===== config.mk =====
export PLATFORM = sky130hd
export DESIGN_NAME = mem_port_arbiter
export DESIGN_NICKNAME = d
export VERILOG_FILES = /design/src/rtl/mem_arb_pkg.sv /design/src/rtl/mem_arb_watchdog.sv /design/src/rtl/mem_port_arbiter.sv
export SDC_FILE = /design/constraint.sdc
export NUM_CORES = 1
export LEC_CHECK = 0
export ABC_AREA = 1
export BUFFER_PORTS_ARGS = -buffer_cell sky130_fd_sc_hd__buf_2
export CORE_MARGIN = 5
export CORE_UTILIZATION = 47
export DETAILED_ROUTE_END_ITERATION = 6
export GPL_ROUTABILITY_DRIVEN = 0
export PLACE_DENSITY = 0.81
export SETUP_SLACK_MARGIN = 0.02
export SYNTH_ARGS = -nofsm -noshare
export SYNTH_HDL_FRONTEND = slang
export SYNTH_SLANG_ARGS = --single-unit

===== constraint.sdc =====
create_clock -name clk -period 1.5 [get_ports clk]
set_input_delay 0.075 -clock clk [delete_from_list [all_inputs] [get_ports clk]]
set_output_delay 0.075 -clock clk [all_outputs]
set_load 0.02 [all_outputs]

===== src/rtl/mem_arb_pkg.sv =====
// Shared types and constants for the two-master memory port arbiter.
package mem_arb_pkg;

  // Arbiter sequencing: wait for a request, hold it on the memory side, answer the master
  typedef enum logic [1:0] {
    IDLE = 2'd0,
    BUSY = 2'd1,
    RESP = 2'd2
  } arb_state_t;

  // Index of a requesting master (0 = CPU core, 1 = second bus master)
  typedef logic req_id_t;

  // Read data returned to a master whose transaction was abandoned by the watchdog
  localparam logic [31:0] ERR_RDATA = 32'hDEAD_BEEF;

endpackage


===== src/rtl/mem_arb_watchdog.sv =====
// Wait-cycle watchdog for the memory port arbiter.
// Counts cycles the memory holds off s_ready while a request is outstanding,
// raises a one-cycle expire when the count reaches TIMEOUT, and keeps a
// sticky error flag that only reset clears. Instantiated by mem_port_arbiter
// only when ARB_WATCHDOG_TIMEOUT_EN is defined.
module mem_arb_watchdog #(
  parameter int TIMEOUT = 255
) (
  input  logic clk,
  input  logic resetn,
  input  logic start,
  input  logic busy,
  input  logic s_ready,
  output logic expire,
  output logic timeout_err
);

  localparam int CNT_W = $clog2(TIMEOUT + 1);

  logic [CNT_W-1:0] count;

  // Expire on the wait cycle that brings the count up to TIMEOUT; a ready in that same cycle wins
  always_comb begin
    expire = busy && !s_ready && (count == CNT_W'(TIMEOUT - 1));
  end

  // Wait-cycle counter, restarted whenever a new request is granted, plus the sticky error flag
  always_ff @(posedge clk) begin
    if (!resetn) begin
      count       <= '0;
      timeout_err <= 1'b0;
    end else begin
      if (start) begin
        count <= '0;
      end else if (busy && !s_ready && !expire) begin
        count <= count + 1'b1;
      end
      if (expire) begin
        timeout_err <= 1'b1;
      end
    end
  end

endmodule


===== src/rtl/mem_port_arbiter.sv =====
// Round-robin arbiter sharing one PicoRV32-native memory port between two masters.
// One transaction is in flight at a time: IDLE picks a winner and registers its
// request onto the s_* port, BUSY holds it until the memory answers, RESP pulses
// the winner's ready for one cycle with the captured read data.
// Optional feature: define ARB_WATCHDOG_TIMEOUT_EN to force completion of
// transactions the memory leaves hanging for TIMEOUT wait cycles.
module mem_port_arbiter
  import mem_arb_pkg::*;
#(
  parameter int ADDR_W  = 32,
  parameter int DATA_W  = 32,
  parameter int TIMEOUT = 255
) (
  input  logic                clk,
  input  logic                resetn,

  input  logic                m0_valid,
  input  logic [ADDR_W-1:0]   m0_addr,
  input  logic [DATA_W-1:0]   m0_wdata,
  input  logic [DATA_W/8-1:0] m0_wstrb,
  output logic                m0_ready,
  output logic [DATA_W-1:0]   m0_rdata,

  input  logic                m1_valid,
  input  logic [ADDR_W-1:0]   m1_addr,
  input  logic [DATA_W-1:0]   m1_wdata,
  input  logic [DATA_W/8-1:0] m1_wstrb,
  output logic                m1_ready,
  output logic [DATA_W-1:0]   m1_rdata,

  output logic                s_valid,
  output logic [ADDR_W-1:0]   s_addr,
  output logic [DATA_W-1:0]   s_wdata,
  output logic [DATA_W/8-1:0] s_wstrb,
  input  logic                s_ready,
  input  logic [DATA_W-1:0]   s_rdata,

  output logic                grant_id,
  output logic                timeout_err
);

  arb_state_t        state;
  req_id_t           rr_ptr;
  req_id_t           winner;
  logic              any_valid;
  logic              wd_expire;
  logic              complete;
  logic [DATA_W-1:0] resp_data;

  // Pick the winner (rr_ptr breaks ties) and decide how and with what data BUSY finishes
  always_comb begin
    any_valid = m0_valid | m1_valid;
    if (m0_valid && m1_valid) begin
      winner = rr_ptr;
    end else begin
      winner = req_id_t'(m1_valid);
    end
    complete  = (state == BUSY) && (s_ready || wd_expire);
    resp_data = s_ready ? s_rdata : DATA_W'(ERR_RDATA);
  end

  // Arbitration FSM with registered memory-side request and master-side responses
  always_ff @(posedge clk) begin
    if (!resetn) begin
      state    <= IDLE;
      rr_ptr   <= 1'b0;
      s_valid  <= 1'b0;
      s_addr   <= '0;
      s_wdata  <= '0;
      s_wstrb  <= '0;
      grant_id <= 1'b0;
      m0_ready <= 1'b0;
      m1_ready <= 1'b0;
      m0_rdata <= '0;
      m1_rdata <= '0;
    end else begin
      case (state)
        IDLE: begin
          if (any_valid) begin
            s_valid  <= 1'b1;
            s_addr   <= winner ? m1_addr  : m0_addr;
            s_wdata  <= winner ? m1_wdata : m0_wdata;
            s_wstrb  <= winner ? m1_wstrb : m0_wstrb;
            grant_id <= winner;
            rr_ptr   <= ~winner;
            state    <= BUSY;
          end
        end
        BUSY: begin
          if (complete) begin
            s_valid <= 1'b0;
            if (grant_id) begin
              m1_ready <= 1'b1;
              m1_rdata <= resp_data;
            end else begin
              m0_ready <= 1'b1;
              m0_rdata <= resp_data;
            end
            state <= RESP;
          end
        end
        RESP: begin
          m0_ready <= 1'b0;
          m1_ready <= 1'b0;
          m0_rdata <= '0;
          m1_rdata <= '0;
          state    <= IDLE;
        end
        default: begin
          state <= IDLE;
        end
      endcase
    end
  end

`ifdef ARB_WATCHDOG_TIMEOUT_EN
  mem_arb_watchdog #(
    .TIMEOUT(TIMEOUT)
  ) u_watchdog (
    .clk         (clk),
    .resetn      (resetn),
    .start       ((state == IDLE) && any_valid),
    .busy        (state == BUSY),
    .s_ready     (s_ready),
    .expire      (wd_expire),
    .timeout_err (timeout_err)
  );
`else
  assign wd_expire   = 1'b0;
  assign timeout_err = 1'b0;
`endif

endmodule

; Yosys cells after proc, flatten, opt, wreduce, memory -nomap -nowiden
; Cells that the tools add are included.
[totals]
rom_bits = 0
latch_bits = 0
reg_bits = 139
word_cells = 52
ram_bits = 0
memories = 0
[classes]
shift = 0
magnitude_cmp = 0
bitwise = 2
div = 0
n_mul = 0
n_eq_ne = 6
muxes = 23
addsub = 0
n_reduce_logical = 10
[ops]
columns = op, n
row1 = 2-to-1 mux 32 bit, 7
row2 = case mux 32 bit (2 select lines), 2
row3 = AND reduction 3 bit, 3
row4 = "inequality test 2 bit, second input constant", 4
row5 = 2-to-1 mux 1 bit, 7
row6 = case mux 1 bit (2 select lines), 3
row7 = 2-to-1 mux 2 bit, 2
row8 = 2-to-1 mux 4 bit, 1
row9 = case mux 2 bit (2 select lines), 1
row10 = AND reduction 2 bit, 2
row11 = nonzero test 2 bit, 2
row12 = "== test 2 x 1 -> 1 bit, second input constant", 1
row13 = "== test 2 bit, second input constant", 1
row14 = logical AND 1 bit, 2
row15 = logical NOT 2 bit, 1
row16 = NOT 1 bit, 1
row17 = OR 1 bit, 1

; Longest topological paths before layout
[depth]
word_depth = 4
mapped_depth = 9
ltp_nobuf = 7

; Worst setup path before layout
; No wires, ideal clock.
[synth_path]
path_kind = register to register
startpoint = register grant_id
endpoint = register m0_rdata[26]
arrival_time_ns = 1.226
synth_period_minus_slack_ns = 1.296
path_buffers = 1
path_stages_with_launch = 6
setup_ns = 0.070
path_slack_ns = 0.204
t_required_ns = 1.430
cell_sequence = dfxtp_1 inv_1 nand4_1 clkbuf_1 nand3_1 a21oi_1
[synth_via]
elab_chain_len = 2
[synth_rtl]
columns = item, line_no
row1 = from (decl), mem_port_arbiter.sv:38  ; output logic grant_id,
row2 = from (signal assigned), mem_port_arbiter.sv:84  ; grant_id <= winner;
row3 = inequality test 2 bit (no line), -
row4 = AND reduction 3 bit (no line), -
row5 = to (signal assigned), mem_port_arbiter.sv:97  ; m0_rdata <= resp_data;
row6 = to (decl), mem_port_arbiter.sv:22  ; output logic [DATA_W-1:0] m0_rdata,
; No other way between the ends.
; A chain may end at the register's enable or synchronous reset.

; Worst setup path in the final report
[layout_path]
startpoint = register state[0]
endpoint = register s_addr[13]
[layout_via]
elab_chain_len = 2
[layout_rtl]
columns = item, line_no
row1 = from (decl), mem_port_arbiter.sv:42  ; arb_state_t state;
row2 = from (signal assigned), mem_port_arbiter.sv:65  ; state <= IDLE;
row3 = from (signal assigned), mem_port_arbiter.sv:86  ; state <= BUSY;
row4 = from (signal assigned), mem_port_arbiter.sv:99  ; state <= RESP;
row5 = logical NOT 2 bit, mem_port_arbiter.sv:77  ; case (state)
row6 = AND reduction 2 bit (no line), -
row7 = to (signal assigned), mem_port_arbiter.sv:81  ; s_addr <= winner ? m1_addr : m0_addr;
row8 = to (decl), mem_port_arbiter.sv:32  ; output logic [ADDR_W-1:0] s_addr,
; No other way between the ends.

==> flow_metrics.env <==
export IMPL_dp_hpwl_um=14800
export IMPL_crit_slowest_cell="dfxtp_4"
export IMPL_avgRoutedWirePerCell_um=17.5
export IMPL_drc_errors=3
export IMPL_grt_pass1_wl_um=42300
export IMPL_clkTransAtPathRegs_ns=0.06
export IMPL_ys_seq_elements=139
export IMPL_root_buffer="clkbuf_16"
export IMPL_worstSkewPairLatency_ns=0.42
export IMPL_grt_max_degree=69
export IMPL_finalClockSkew_ns=0.00964
export IMPL_synth_seq_area_share_pct=42.1
export IMPL_peakVddDrop_v=0.000720
export IMPL_synth_most_common_cell="nand2_1"
export IMPL_synthTopCellsByArea="dfxtp_1 42%, nand3_1 15%, nand2_1 15%"
export IMPL_yosysWarnings=0
export IMPL_met1_length_um=9850
export IMPL_synth_edff_count=0
export IMPL_wl_um=28400
export IMPL_violations="DRC"
export IMPL_placed_cells=1468
export IMPL_rsz0062_at_grt="true"
export IMPL_port_buffers=308
export IMPL_drive_gt1_share_pct=26.1
export IMPL_area_growth_pct=55.6
export IMPL_dieArea_sq_um=16500
export IMPL_setup_viol=0
export IMPL_hold_path_class="input port to flop"
export IMPL_syn_nets=1212
export IMPL_p_leak_nw=5.66
export IMPL_final_setup_tns_ns=0
export IMPL_synthDistinctLibCells=18
export IMPL_dr_total_vias=8849
export IMPL_critPathLaunchType="flop"
export IMPL_wl_met2_um=13000
export IMPL_drt_first_pass_iters=7
export IMPL_status="finished with violations"
export IMPL_fmax_ghz=0.690
export IMPL_cts_made_buffers=17
export IMPL_antenna_found_initial=1
export IMPL_drv_cap=0
export IMPL_start_util_pct=47.8
export IMPL_clock_path_buffers=2
export IMPL_highest_layer="met5"
export IMPL_rows=43
export IMPL_fin_nets=1602
export IMPL_vias_per_cell=5.45
export IMPL_dr_wl_met3_um=3420
export IMPL_power_density_nw_per_um2=1150
export IMPL_die_h_um=129
export IMPL_max_stage_delay_ns=0.36
export IMPL_grt_pass1_vias=8174
export IMPL_ant_nets=0
export IMPL_async_reset_ff_share_pct=0
export IMPL_finalCriticalPeriod_ns=1.45
export IMPL_overflow=0
export IMPL_first_iter_violations=974
export IMPL_grt_usage_pct=32.0
export IMPL_syn_area_sq_um=6610
export IMPL_maxSlewViolCount=0
export IMPL_fin_cells=1623
export IMPL_synth_ff_type="dfxtp_1"
export IMPL_avgSynthCellArea_sq_um=6.36
export IMPL_arrival_ns=1.76
export IMPL_end_kind="flop"
export IMPL_critPathMostFrequentCell="nand2_1"
export IMPL_ios=310
export IMPL_critPathRequiredTime_ns=1.81
export IMPL_fp_dieW_um=129
export IMPL_fin_hold_ws_ns=0.0186
export IMPL_hold_viol_final=0
export IMPL_crit_fanout=19
export IMPL_htree_levels=4
export IMPL_numClockSinks=139
export IMPL_cts_tree="yes"
export IMPL_path_cells="inv_2 > nand2_1 > nor2_4 > buf_12 > buf_8 > nand3_1 > nand2_1 > inv_1"
export IMPL_synth_area_leader_cell="dfxtp_1"
export IMPL_netlist_instances=1039
export IMPL_timing_final_crit_share_pct=96.6
export IMPL_coreArea_sq_um=13800
export IMPL_yosys_area_top_type_share_pct=42.1
export IMPL_synthTopCellsByCount="262 x nand2_1, 199 x nand3_1, 162 x nor2_1, 139 x dfxtp_1, 120 x inv_1"
export IMPL_path_class="flop to flop"
==> metrics by stage <==
| step | power [mW] | instance area [sq um] | utilization (%) | worst slack, ns |
|---|---|---|---|---|
| CTS | 11.4 | 10100 | 73.0 | 0.125 |
| global route | 12.2 | 10300 | 74.3 | 0.00823 |
| detailed placement | 6.48 | 8300 | 60.0 | 0.135 |
| finish | 11.8 | 10300 | 74.3 | 0.0509 |
| global placement | 6.45 | 8300 | 60.0 | 0.159 |
| floorplan | 5.66 | 6610 | - | 0.204 |
==> repair_timing <==
action                                  4_1_cts  5_1_grt
resized for setup                             0       11
endpoints found under the setup margin        0       50
hold buffers                                113        0
endpoints found under the hold margin        70        0
buffers inserted                              0        4
==> path summary, 6_finish.rpt <==
kind / from / end / slack [ns] / cells past startpoint
max reg2reg: state[0] / s_addr[13] / 0.05 / 8
max: state[0] / s_addr[13] / 0.05 / 8
min reg2reg: m0_ready / m0_ready / 0.46 / 2
min: m1_addr[19] / s_addr[19] / 0.02 / 5
==> layout make-up <==
class,instances,area [sq um]
antenna,1,2.50
clock buffer,20,447
clock inverter,12,218
fill,948,3550
inverter,125,472
multi-input combinational,698,2990
sequential,139,2790
tap,180,225
timing repair buffer,448,3140
==> worst max-delay path, delay by kind of cell (launching register included) <==
kind	cells	cell delay [ns]
buffers and inverters	4	0.44
DFF	1	0.36
and+or+nand+nor	4	0.53
==> power breakdown <==
| group | switching, mW | internal, mW | leakage (nW) |
|---|---|---|---|
| clock network | 1.59 | 3.16 | 0.328 |
| registers | 0.175 | 3.99 | 1.14 |
| logic | 1.75 | 1.12 | 4.19 |
==> sequential cells by signal (all words and copies together) (netlist names) <==
signal	count
s_wstrb	4
m0_rdata	32
m1_rdata	32
s_wdata	32
m0_ready	1
grant_id	1
rr_ptr	1
s_valid	1
state	2
m1_ready	1
s_addr	32
==> layout by cell type (no fill, tap or decap), drive strengths merged <==
| cell type | n |
|---|---|
| buf | 332 |
| nand2 | 263 |
| nand3 | 199 |
| nor2 | 164 |
| dfxtp | 139 |
| inv | 126 |
| dlygate4sd3 | 113 |
| a21oi | 64 |
| clkbuf | 23 |
| bufinv | 6 |
| clkinv | 5 |
| nand3b | 3 |
| o21ai | 2 |
| nand4 | 2 |
| diode | 1 |
| conb | 1 |
==> routing by layer <==
layer	vias to the layer above	global-route usage (%)
met2	736	51.1
met4	2	20.5
li1	3996	-
met5	-	0
met1	3917	37.6
met3	198	9.09
==> logic make-up after synthesis <==
logic type | after synthesis | synth area share [%]
AND/OR/NAND/NOR | 631 | 40.1
other | 1 | 0.0568
AO/OA/AOI/OAI | 66 | 5.00
buffers and inverters | 202 | 12.7
flip-flops | 139 | 42.1
(Power assumes the default switching activity.)
